[src/rtl/prbs_checker_sat_counter.sv]
// Saturating up-counter with synchronous clear; clear beats increment.
// Latency 1, never stalls.
module sat_counter #(
   parameter int W = 16
) (
   input  logic         clk_in,
   input  logic         rst,
   input  logic         inc,
   input  logic         clr,
   output logic [W-1:0] count
);

   always_ff @(posedge clk_in) begin
      if (rst) begin
         count <= '0;
      end else if (clr) begin
         count <= '0;
      end else if (inc && (count != '1)) begin
         count <= count + W'(1);
      end
   end

endmodule

[config.mk]
export PLATFORM = sky130hd
export DESIGN_NAME = sat_counter
export DESIGN_NICKNAME = d
export VERILOG_FILES = /design/src/rtl/prbs_checker_sat_counter.sv
export SDC_FILE = /design/constraint.sdc
export NUM_CORES = 1
export LEC_CHECK = 0
export CAP_MARGIN = 30
export CORE_MARGIN = 5
export CORE_UTILIZATION = 45
export DETAILED_ROUTE_END_ITERATION = 7
export DONT_BUFFER_PORTS = 1
export GPL_TIMING_DRIVEN = 0
export PLACE_DENSITY = 0.66
export SLEW_MARGIN = 20
export SYNTH_ARGS = -nofsm -noshare
export SYNTH_HDL_FRONTEND = slang
export SYNTH_SLANG_ARGS = --single-unit
[constraint.sdc]
create_clock -name clk_in -period 4 [get_ports clk_in]
set_input_delay 0.2 -clock clk_in [delete_from_list [all_inputs] [get_ports clk_in]]
set_output_delay 0.2 -clock clk_in [all_outputs]
set_load 0.01 [all_outputs]
[Word-level counts from Yosys, hierarchy flattened]
Cells that the tools add are included.
Storage, ports and cells
  memory bits (writable): 0
  latch bits: 0
  memory bits (read-only): 0
  word-level logic and storage cells: 5
  bits of input ports: 4
  memories kept: 0
  register bits after elaboration: 16
Operators by class
  shift-type cells: 0
  reduce and logical (&&, ||, !) cells: 2
  multipliers: 0
  add/sub/neg operators: 1
  div/mod/pow operators: 0
  muxes and demuxes: 0
  equality and inequality tests: 1
  $lt $le $gt $ge: 0
  bitwise logic cells: 0
Operator list (number)
  16-bit by 1-bit adder with 16-bit output (second input constant): 1
  16-bit inequality test (second input constant): 1
  2-bit OR reduction: 1
  1-bit logical AND: 1

[Longest topological paths before layout]
Gate-level depths: netlist (run 1).
  depth after elaboration: 2
  mapped depth: 6
  mapped depth without buffers: 5

[Worst setup path after synthesis (run 1)]
OpenSTA, ideal clock, no wires.
  path type: reg2reg
  start: register count[0]
  end: register count[12]
  data required time: 3909 ps
  stages on the path, launching flop included: 7
  setup slack: 2504 ps
  arrival time: 1405 ps
  buffers on the path: 1
  cell sequence: dfxtp_1 > ha_1 > and4_4 > and3_1 > buf_4 > a31oi_1 > a311oi_1
Between the ends
  cells in the longest elaborated chain, start to end: 2
  elaborated cells on any way between the ends: 3
  those cells by class: 1 x add/sub; 1 x eq/ne; 1 x reduce/logical
Ends and longest elaborated chain
  start: declaration: RTL line 10  | output logic [W-1:0] count
  start signal: assignment: RTL line 19  | count <= count + W'(1);
  branches (longest 2 deep; another with 16-bit by 1-bit adder with 16-bit output)
Parallel ways; which one is timed is not known.
A chain may end at the register's enable or synchronous reset.

[Worst setup path after layout (run 1)]
Same ends and word-level chain as after synthesis.

==> flow_summary_export.csv, run 1 <==
group,metric,value,unit
outcome,status,"complete, no violations",
grt,grt_start_max_net_pins,11,
power,peakVddDrop,0.000163,V
clock_tree,clock-sinks,16,
routing,drc_errors,0,
final_layout,largest_register_ffs,16,
grt,antenna_found_initial,0,
power,power_frac_clock,32.5,%
worst_setup_path,cp-start-kind,"flip-flop",
placement,port_buffers,0,
routing,dr.pass1.iters,4,
floorplan,row_count,16,
clock_tree,cts_buffers,3,
grt,grt_pass1_wl,3040,um
worst_setup_path,arrival,1.85,ns
worst_setup_path,cp.buffers_inverters,1,
clock_tree,postCtsSetupBuffers,0,
clock_tree,holdBufCountCts,0,
clock_tree,cts_max_level,1,
timing,setup_violations,0,
floorplan,fp.dieH,55.1,um
clock_tree,ctsRootBufferMaster,"clkbuf_4",
grt,overflow,0,
timing,layout_min_cycle_time,1.65,ns
synth,synth.avg_cell_area,8.99,um2
synth,syn-cell-area,917,um2
worst_setup_path,worstPathCellList,"ha_1 -> and4_4 -> and3_1 -> buf_4 -> a31oi_1 -> a311oi_1",
floorplan,die_w,55.1,um
synth,ys.flop_type,"dfxtp_1",
synth,ys_seq_area_share,34.9,%
routing,wl,1890,um
synth,yosysTopAreaCellShare,34.9,%
clock_tree,cts_resized,0,
synth,synth_warnings,0,
worst_setup_path,cpLargestDelayFamily,"flip-flops",
timing,fin_crit_sh,41.3,%
routing,via_count,792,
final_layout,syn_to_final_growth,6.14,%
min_path,whs_path_depth,2,
final_layout,top_regs,"count: 16 flops",
synth,async_flop_share,0,%
timing,final_max_slew_viol_count,0,
final_layout,drive_gt1_share,17.1,%
routing,wl_per_cell,14.3,um
routing,first_iter_violations,10,
floorplan,initial_core_util,46.7,%
synth,synth-edff-count,0,
routing,viasPerCell,6.00,
timing,tightest_slew,0.391,ns
synth,yosysTopAreaCell,"dfxtp_1",
clock_tree,cts.path.max_buffers,2,
timing,max_freq,0.606,GHz
worst_setup_path,cp.depth,6,
final_layout,largest-register,"count",
power,switching_power,0.0529,mW
floorplan,ios,20,
clock_tree,worstSkewPairLatency,0.28,ns
timing,hold_violations,0,
worst_setup_path,cp-end-kind,"flip-flop",
final_layout,fin_nets,112,
synth,synthTopCellsByArea,"dfxtp_1 35%, mux2i_1 6.5%, nand2_1 5.3%, a21oi_1 3.3%, a31oi_1 2.7%",
worst_setup_path,worstPathRequired,4.19,ns
worst_setup_path,crit_fanout,6,
final_layout,antenna_cells,0,
final_layout,final-instance-count-excl-fill,132,
clock_tree,clk_pin_slew,0.09,ns
placement,place.gp.congestion,0.752,
worst_setup_path,max_stage_delay,0.46,ns
grt,track_usage,13.8,%
timing,rsz0062_at_grt,"false",
clock_tree,tritoncts,"yes",
synth,ys_seq_elements,16,
timing,fin_tns_setup,0,ns
timing,slew_headroom,74.0,%
grt,grt_pass1_vias,711,
synth,synthTopCellsByCount,"16 x dfxtp_1, 13 x nand2_1, 6 x a21oi_1, 6 x mux2i_1, 5 x nand3_1",
synth,syn_nets,107,
worst_setup_path,ff2ff_path_depth,6,
min_path,hp-class,"input port to flip-flop",
power,p_leak,0.343,nW
floorplan,die-area,3040,um2
timing,timing.final.ws_setup,2.35,ns
power,internal_power,0.199,mW
timing,fin_skew,0.00210,ns
synth,syn_inst,102,
power,power_density,258,nW/um2
floorplan,coreArea,1960,um2
power,comb_power_share,3.4,%
power,switching_share,21.0,%
placement,dpl_worst_slack,2.34,ns
worst_setup_path,worstSetupPathType,"flip-flop to flip-flop",
routing,antenna_left,0,
placement,dp.cells,129,
synth,ys_types,36,
placement,hpwl,1440,um
power,seqPwrFrac,64.1,%
synth,synth.most_common_cell,"dfxtp_1",
worst_setup_path,cp_slowest_cell,"dfxtp_1",
run,cap_violations,0,
## stage by stage
step           power [mW]  util, %  instance area [um2]  hold slack [ns]
3_3_place_gp        0.174     48.5                  951            0.387
3_5_place_dp        0.174     48.5                  951            0.395
5_1_grt             0.262     49.6                  973            0.101
2_1_floorplan       0.172        -                  917            0.379
4_1_cts             0.255     49.6                  973           0.0912
6_report            0.251     49.6                  973           0.0989
## per-layer routing
| layer | GRT usage (%) | wire length (um) | vias up |
|---|---|---|---|
| met5 | 0 | 0 | - |
| met4 | 3.64 | 12 | 0 |
| met3 | 6.70 | 163 | 2 |
| met2 | 22.8 | 840 | 23 |
| met1 | 15.8 | 873 | 368 |
| li1 | - | - | 399 |
## cell type report
class / instances / area (um2)
flip-flops and latches: 16 / 320
inverters: 1 / 3.75
well taps: 27 / 33.8
plain buffers: 5 / 42.5
multi-input cells: 80 / 551
fillers: 216 / 988
clock buffers: 3 / 22.5
## layout by cell type (no fill, tap or decap), drive strengths merged, types with 2 or more instances in the layout
master  Yosys  routed
o21ai       6       6
nor3        3       3
and3        6       6
buf         4       4
and2        4       4
clkbuf      0       3
a31oi       4       4
a21oi       6       6
or3         7       7
a2111o      2       2
nand2      13      13
nand3       5       5
dfxtp      16      16
nor2        2       2
a211oi      4       4
nand4       4       4
mux2i       6       6
## worst register-to-register path: cells and delay by family (launching register included)
kind / cells / cell delay, ns
flip-flops: 1 / 0.46
AND/OR/NAND/NOR: 2 / 0.42
AO/OA/AOI/OAI: 2 / 0.31
adder cells (fa/ha/maj): 1 / 0.24
buffers and inverters: 1 / 0.14
## logic make-up after synthesis
| kind of cell | count (synthesis) | synth area share (%) |
|---|---|---|
| buf+inv | 6 | 5.05 |
| simple gates | 46 | 31.5 |
| compound gates | 27 | 20.6 |
| flops | 16 | 34.9 |
| mux | 6 | 6.55 |
| fa+ha+maj | 1 | 1.36 |
## path summary, 6_finish.rpt
kind                               from                endpoint  slack, ns
hold reg to reg   count[5]$_SDFFE_PP0P_   count[5]$_SDFFE_PP0P_       0.55
setup / recovery  count[0]$_SDFFE_PP0P_  count[12]$_SDFFE_PP0P_       2.35
setup reg to reg  count[0]$_SDFFE_PP0P_  count[12]$_SDFFE_PP0P_       2.35
hold / removal                      rst  count[11]$_SDFFE_PP0P_        0.1
## power by group through the flow
| stage | combinational, mW | sequential, mW | clock, mW |
|---|---|---|---|
| CTS | 0.00875 | 0.161 | 0.0849 |
| finish | 0.00856 | 0.161 | 0.0818 |
| detailed placement | 0.00874 | 0.165 | 0 |
| global route | 0.00969 | 0.161 | 0.0909 |
| floorplan | 0.00710 | 0.165 | 0 |
| global placement | 0.00869 | 0.165 | 0 |
(Power assumes the default switching activity.)
==> inputs of run 2 (changes only) <==
==> constraint.sdc (replaced) <==
create_clock -name clk_in -period 1.65 [get_ports clk_in]
set_input_delay 0.0825 -clock clk_in [delete_from_list [all_inputs] [get_ports clk_in]]
set_output_delay 0.0825 -clock clk_in [all_outputs]
set_load 0.01 [all_outputs]
==> flow_summary_export.csv, run 2 (synthesis gave the netlist of run 1 again) <==
group,metric,value,unit
final_layout,fin_nets,115,
floorplan,initial_core_util,46.7,%
floorplan,fp.dieH,55.1,um
timing,final_max_slew_viol_count,0,
final_layout,seq_area,329,um2
clock_tree,postCtsSetupBuffers,0,
grt,grt_start_max_net_pins,11,
worst_setup_path,max_stage_delay,0.56,ns
grt,grt_pass1_vias,723,
worst_setup_path,ff2ff_path_depth,3,
timing,fin_crit_sh,95.6,%
final_layout,drive_gt1_share,23.1,%
timing,fin_skew,0.000591,ns
clock_tree,clock-sinks,16,
power,power_frac_clock,32.2,%
timing,rsz0062_at_grt,"false",
floorplan,ios,20,
worst_setup_path,cp.depth,3,
run,cap_violations,0,
worst_setup_path,critPathCapture,"count[11]$_SDFFE_PP0P_",
timing,whs,0.0386,ns
min_path,hp-class,"input port to flip-flop",
worst_setup_path,worstPathRequired,1.86,ns
worst_setup_path,cp-end-kind,"flip-flop",
worst_setup_path,ff2ff_setup_slack,0.07,ns
clock_tree,ctsRootBufferMaster,"clkbuf_4",
final_layout,syn_to_final_growth,12.3,%
power,seqPwrFrac,63.0,%
routing,antenna_left,0,
placement,port_buffers,0,
worst_setup_path,arrival,1.79,ns
placement,dp.cells,129,
floorplan,coreArea,1960,um2
worst_setup_path,worstSetupPathType,"flip-flop to flip-flop",
timing,tightest_slew,0.396,ns
routing,drc_errors,0,
floorplan,row_count,16,
clock_tree,cts_max_level,1,
final_layout,largest_register_ffs,16,
routing,first_iter_violations,17,
final_layout,largest-register,"count",
placement,place_area,951,um2
worst_setup_path,crit_fanout,5,
timing,slew_headroom,73.6,%
routing,dr.pass1.iters,4,
clock_tree,worstSkewPairLatency,0.28,ns
floorplan,die_w,55.1,um
clock_tree,cts.path.max_buffers,2,
final_layout,top_regs,"count: 16 flops",
floorplan,die-area,3040,um2
power,comb_power_share,4.7,%
final_layout,antenna_cells,0,
grt,track_usage,14.0,%
clock_tree,tritoncts,"yes",
power,switching_power,0.133,mW
worst_setup_path,cpLargestDelayFamily,"buffers and inverters",
timing,timing.final.ws_setup,0.0734,ns
timing,hold_violations,0,
placement,place.gp.congestion,0.752,
power,internal_power,0.484,mW
placement,hpwl,1440,um
final_layout,multi_input_area,568,um2
routing,viasPerCell,5.96,
timing,layout_min_cycle_time,1.58,ns
final_layout,layout_common_cells,"13 x nand2_1, 13 x dfxtp_1, 6 x a21oi_1, 6 x mux2i_1",
final_layout,n_fill_cell,216,
final_layout,final-instance-count-excl-fill,135,
worst_setup_path,worstReg2RegEnd,"count[11]$_SDFFE_PP0P_",
timing,max_freq,0.634,GHz
grt,grt_pass1_wl,3090,um
power,peakVddDrop,0.000416,V
outcome,status,"complete, no violations",
power,p_leak,0.353,nW
grt,antenna_found_initial,0,
worst_setup_path,worstPathCellList,"or3_2 -> dlygate4sd3_1 -> mux2i_1",
routing,via_count,804,
worst_setup_path,cp_slowest_cell,"dlygate4sd3_1",
worst_setup_path,cp-start-kind,"flip-flop",
worst_setup_path,crit_start,"count[11]$_SDFFE_PP0P_",
worst_setup_path,timing.rr.start,"count[11]$_SDFFE_PP0P_",
clock_tree,clk_pin_slew,0.09,ns
routing,wl_per_cell,14.4,um
routing,wl,1940,um
timing,setup_violations,0,
power,switching_share,21.5,%
placement,dpl_worst_slack,-0.00535,ns
grt,overflow,0,
power,power_density,599,nW/um2
final_layout,fin_area,1030,um2
clock_tree,cts_buffers,3,
worst_setup_path,cp.buffers_inverters,1,
final_layout,utilization,52.5,%
-- run 2: changes by cell type in the layout (fill, tap and decap cells not counted) --
cell / change
ha_2: +1
a211oi_2: +2
dlygate4sd3_1: +3
dfxtp_4: +2
a211oi_1: -2
ha_1: -1
nand3_1: -1
dfxtp_1: -3
dfxtp_2: +1
nand3_2: +1
-- run 2: worst min-delay path by stage --
stage	cells after the start	start	slack, ns	endpoint
floorplan	2	rst	0.26	count[0]$_SDFFE_PP0P_
global placement	2	rst	0.27	count[15]$_SDFFE_PP0P_
detailed placement	2	rst	0.28	count[11]$_SDFFE_PP0P_
CTS	2	inc	0.03	count[2]$_SDFFE_PP0P_
global route	2	inc	0.05	count[2]$_SDFFE_PP0P_
finish	2	inc	0.04	count[2]$_SDFFE_PP0P_
-- run 2: metal layers --
metal / GRT usage (%) / up-vias / part of all wire (%)
li1: - / 401 / -
met1: 16.0 / 376 / 45
met2: 23.4 / 25 / 45
met3: 6.43 / 2 / 8.6
met4: 3.64 / 0 / 0.62
met5: 0 / - / 0
-- run 2: metrics by stage --
step	setup TNS (ns)	power, mW
3_3_place_gp	0	0.421
3_5_place_dp	-0.00535	0.421
5_1_grt	0	0.642
4_1_cts	0	0.626
6_report	0	0.617
2_1_floorplan	0	0.416
-- run 2: power groups by stage --
| stage | Clock [mW] | Combinational [mW] | Sequential (mW) |
|---|---|---|---|
| after CTS | 0.206 | 0.0294 | 0.391 |
| after global routing | 0.220 | 0.0322 | 0.389 |
| after global placement | 0 | 0.0211 | 0.400 |
| after detailed placement | 0 | 0.0212 | 0.400 |
| final | 0.199 | 0.0293 | 0.389 |
| after floorplan | 0 | 0.0172 | 0.399 |
-- run 2: final cells by class --
class / instances / share of cell area [%]
Buffer: 5 / 4.13
Clock buffer: 3 / 2.19
Inverter: 1 / 0.365
Multi-Input combinational cell: 80 / 55.2
Sequential cell: 16 / 32.0
Tap cell: 27 / 3.28
Timing Repair Buffer: 3 / 2.92
-- run 2: worst reg2reg max path, stage by stage (launching register included) --
cell and delay (ns):
dfxtp_2 0.37, or3_2 0.47, dlygate4sd3_1 0.56, mux2i_1 0.12
-- run 2: timing repair --
action                     in CTS  in global routing
hold buffers                    3                  0
hold endpoints to repair        6                  0
gates resized for setup         1                  8
setup endpoints to repair       1                  6
==> inputs of run 3 (changes only) <==
--- a/config.mk
+++ b/config.mk
@@ -7,11 +7,11 @@
 export LEC_CHECK = 0
 export CAP_MARGIN = 30
 export CORE_MARGIN = 5
-export CORE_UTILIZATION = 45
+export CORE_UTILIZATION = 60
 export DETAILED_ROUTE_END_ITERATION = 7
 export DONT_BUFFER_PORTS = 1
 export GPL_TIMING_DRIVEN = 0
-export PLACE_DENSITY = 0.66
+export PLACE_DENSITY = 0.82
 export SLEW_MARGIN = 20
 export SYNTH_ARGS = -nofsm -noshare
 export SYNTH_HDL_FRONTEND = slang
==> flow_summary_export.csv, run 3 (synthesis gave the netlist of run 1 again) <==
group,metric,value,unit
grt,grt_start_max_net_pins,11,
routing,wl_per_cell,16.5,um
final_layout,layout_common_cells,"13 x nand2_1, 11 x dfxtp_1, 6 x a21oi_1, 6 x mux2i_1, 5 x nand3_1",
routing,viasPerCell,6.40,
worst_setup_path,cp.depth,3,
grt,antenna_found_initial,0,
clock_tree,ctsRootBufferMaster,"clkbuf_4",
timing,fin_skew,0.00993,ns
timing,layout_min_cycle_time,1.60,ns
worst_setup_path,cp-start-kind,"flip-flop",
worst_setup_path,worstPathRequired,1.86,ns
clock_tree,clk_pin_slew,0.10,ns
min_path,hp-start,"inc",
min_path,hp-class,"input port to flip-flop",
final_layout,multi_input_area,553,um2
final_layout,utilization,69.1,%
grt,grt_pass1_wl,3570,um
worst_setup_path,timing.rr.start,"count[0]$_SDFFE_PP0P_",
final_layout,largest-register,"count",
worst_setup_path,cp.buffers_inverters,1,
final_layout,largest_register_ffs,16,
timing,tightest_slew,0.483,ns
floorplan,coreArea,1470,um2
floorplan,die-area,2410,um2
timing,fin_crit_sh,96.9,%
timing,hold_violations,0,
timing,final_max_slew_viol_count,0,
clock_tree,tritoncts,"yes",
worst_setup_path,ff2ff_path_depth,3,
routing,dr.pass1.iters,4,
worst_setup_path,crit_start,"count[0]$_SDFFE_PP0P_",
grt,track_usage,18.5,%
routing,antenna_left,0,
grt,grt_pass1_vias,784,
worst_setup_path,cp_slowest_cell,"dlygate4sd3_1",
grt,overflow,0,
clock_tree,cts.path.max_buffers,2,
worst_setup_path,cpLargestDelayFamily,"buffers and inverters",
timing,rsz0062_at_grt,"true",
worst_setup_path,critPathCapture,"count[0]$_SDFFE_PP0P_",
final_layout,n_fill_cell,134,
clock_tree,clock-sinks,16,
worst_setup_path,worstPathCellList,"or3_1 -> dlygate4sd3_1 -> mux2i_1",
final_layout,antenna_cells,0,
power,power_density,672,nW/um2
outcome,status,"complete, no violations",
placement,port_buffers,0,
routing,wl,2060,um
routing,via_count,800,
timing,fin_tns_setup,0,ns
routing,first_iter_violations,17,
final_layout,mostFrequentLayoutCell,"nand2_1",
power,p_leak,0.361,nW
timing,setup_violations,0,
worst_setup_path,ff2ff_setup_slack,0.05,ns
clock_tree,cts_buffers,3,
final_layout,seq_area,332,um2
worst_setup_path,max_stage_delay,0.58,ns
floorplan,initial_core_util,62.3,%
floorplan,row_count,14,
clock_tree,worstSkewPairLatency,0.30,ns
run,cap_violations,0,
worst_setup_path,crit_fanout,6,
floorplan,fp.dieH,49.1,um
worst_setup_path,worstSetupPathType,"flip-flop to flip-flop",
final_layout,fin_nets,115,
placement,place.gp.congestion,0.821,
worst_setup_path,arrival,1.81,ns
final_layout,syn_to_final_growth,10.9,%
timing,max_freq,0.625,GHz
worst_setup_path,worstReg2RegEnd,"count[0]$_SDFFE_PP0P_",
worst_setup_path,cp-end-kind,"flip-flop",
timing,slew_headroom,67.5,%
placement,hpwl,1470,um
routing,drc_errors,0,
power,peakVddDrop,0.000686,V
final_layout,top_regs,"count: 16 flops",
floorplan,ios,20,
floorplan,die_w,49.1,um
final_layout,drive_gt1_share,22.9,%
clock_tree,cts_max_level,1,
==> run 3: cell types whose count changed in the layout (fill, tap and decap cells not counted), sizes merged <==
cell	previous run	this run
clkbuf	3	4
==> run 3: metrics by stage <==
stage	hold slack (ns)	area, um2	std cells	power [mW]	worst slack [ns]
2_1_floorplan	0.262	917	102	0.416	0.154
3_3_place_gp	0.268	937	118	0.421	0.0321
3_5_place_dp	0.276	937	118	0.421	-0.0204
4_1_cts	0.0234	1010	125	0.687	0.0493
5_1_grt	0.0541	1020	125	0.709	-0.0413
6_report	0.0134	1020	125	0.683	0.0508
==> run 3: worst min path at each step <==
stage / end / slack, ns / cells after the start
global placement: count[15]$_SDFFE_PP0P_ / 0.27 / 2
finish: count[2]$_SDFFE_PP0P_ / 0.01 / 2
global route: count[2]$_SDFFE_PP0P_ / 0.05 / 2
floorplan: count[0]$_SDFFE_PP0P_ / 0.26 / 2
CTS: count[2]$_SDFFE_PP0P_ / 0.02 / 2
detailed placement: count[15]$_SDFFE_PP0P_ / 0.28 / 2
==> run 3: timing repair <==
| item | 4_1_cts | 5_1_grt |
|---|---|---|
| endpoints found under the setup margin | 3 | 9 |
| buffers inserted | 0 | 0 |
| endpoints found under the hold margin | 6 | 0 |
| hold buffers | 3 | 0 |
| resized for setup | 2 | 6 |
==> run 3: metal layers <==
metal  track usage (%)  vias up  wire length (um)
li1                  -      405                 -
met1              21.0      375               860
met2              30.3       16              1040
met3              6.12        4               118
met4              9.42        0                40
met5                 0        -                 0
==> run 3: report_power, final <==
group	switching (mW)	leakage [nW]	internal [mW]
clock network	0.130	0.0210	0.135
logic	0.0158	0.208	0.0143
registers	0.00350	0.132	0.385
==> run 3: layout make-up <==
type                       instances  share of cell area, %
inverter                           1                  0.369
tap                               16                   1.97
buffer                             5                   4.18
multi-input combinational         80                   54.4
sequential                        16                   32.6
clock buffer                       4                   3.57
timing repair buffer               3                   2.95
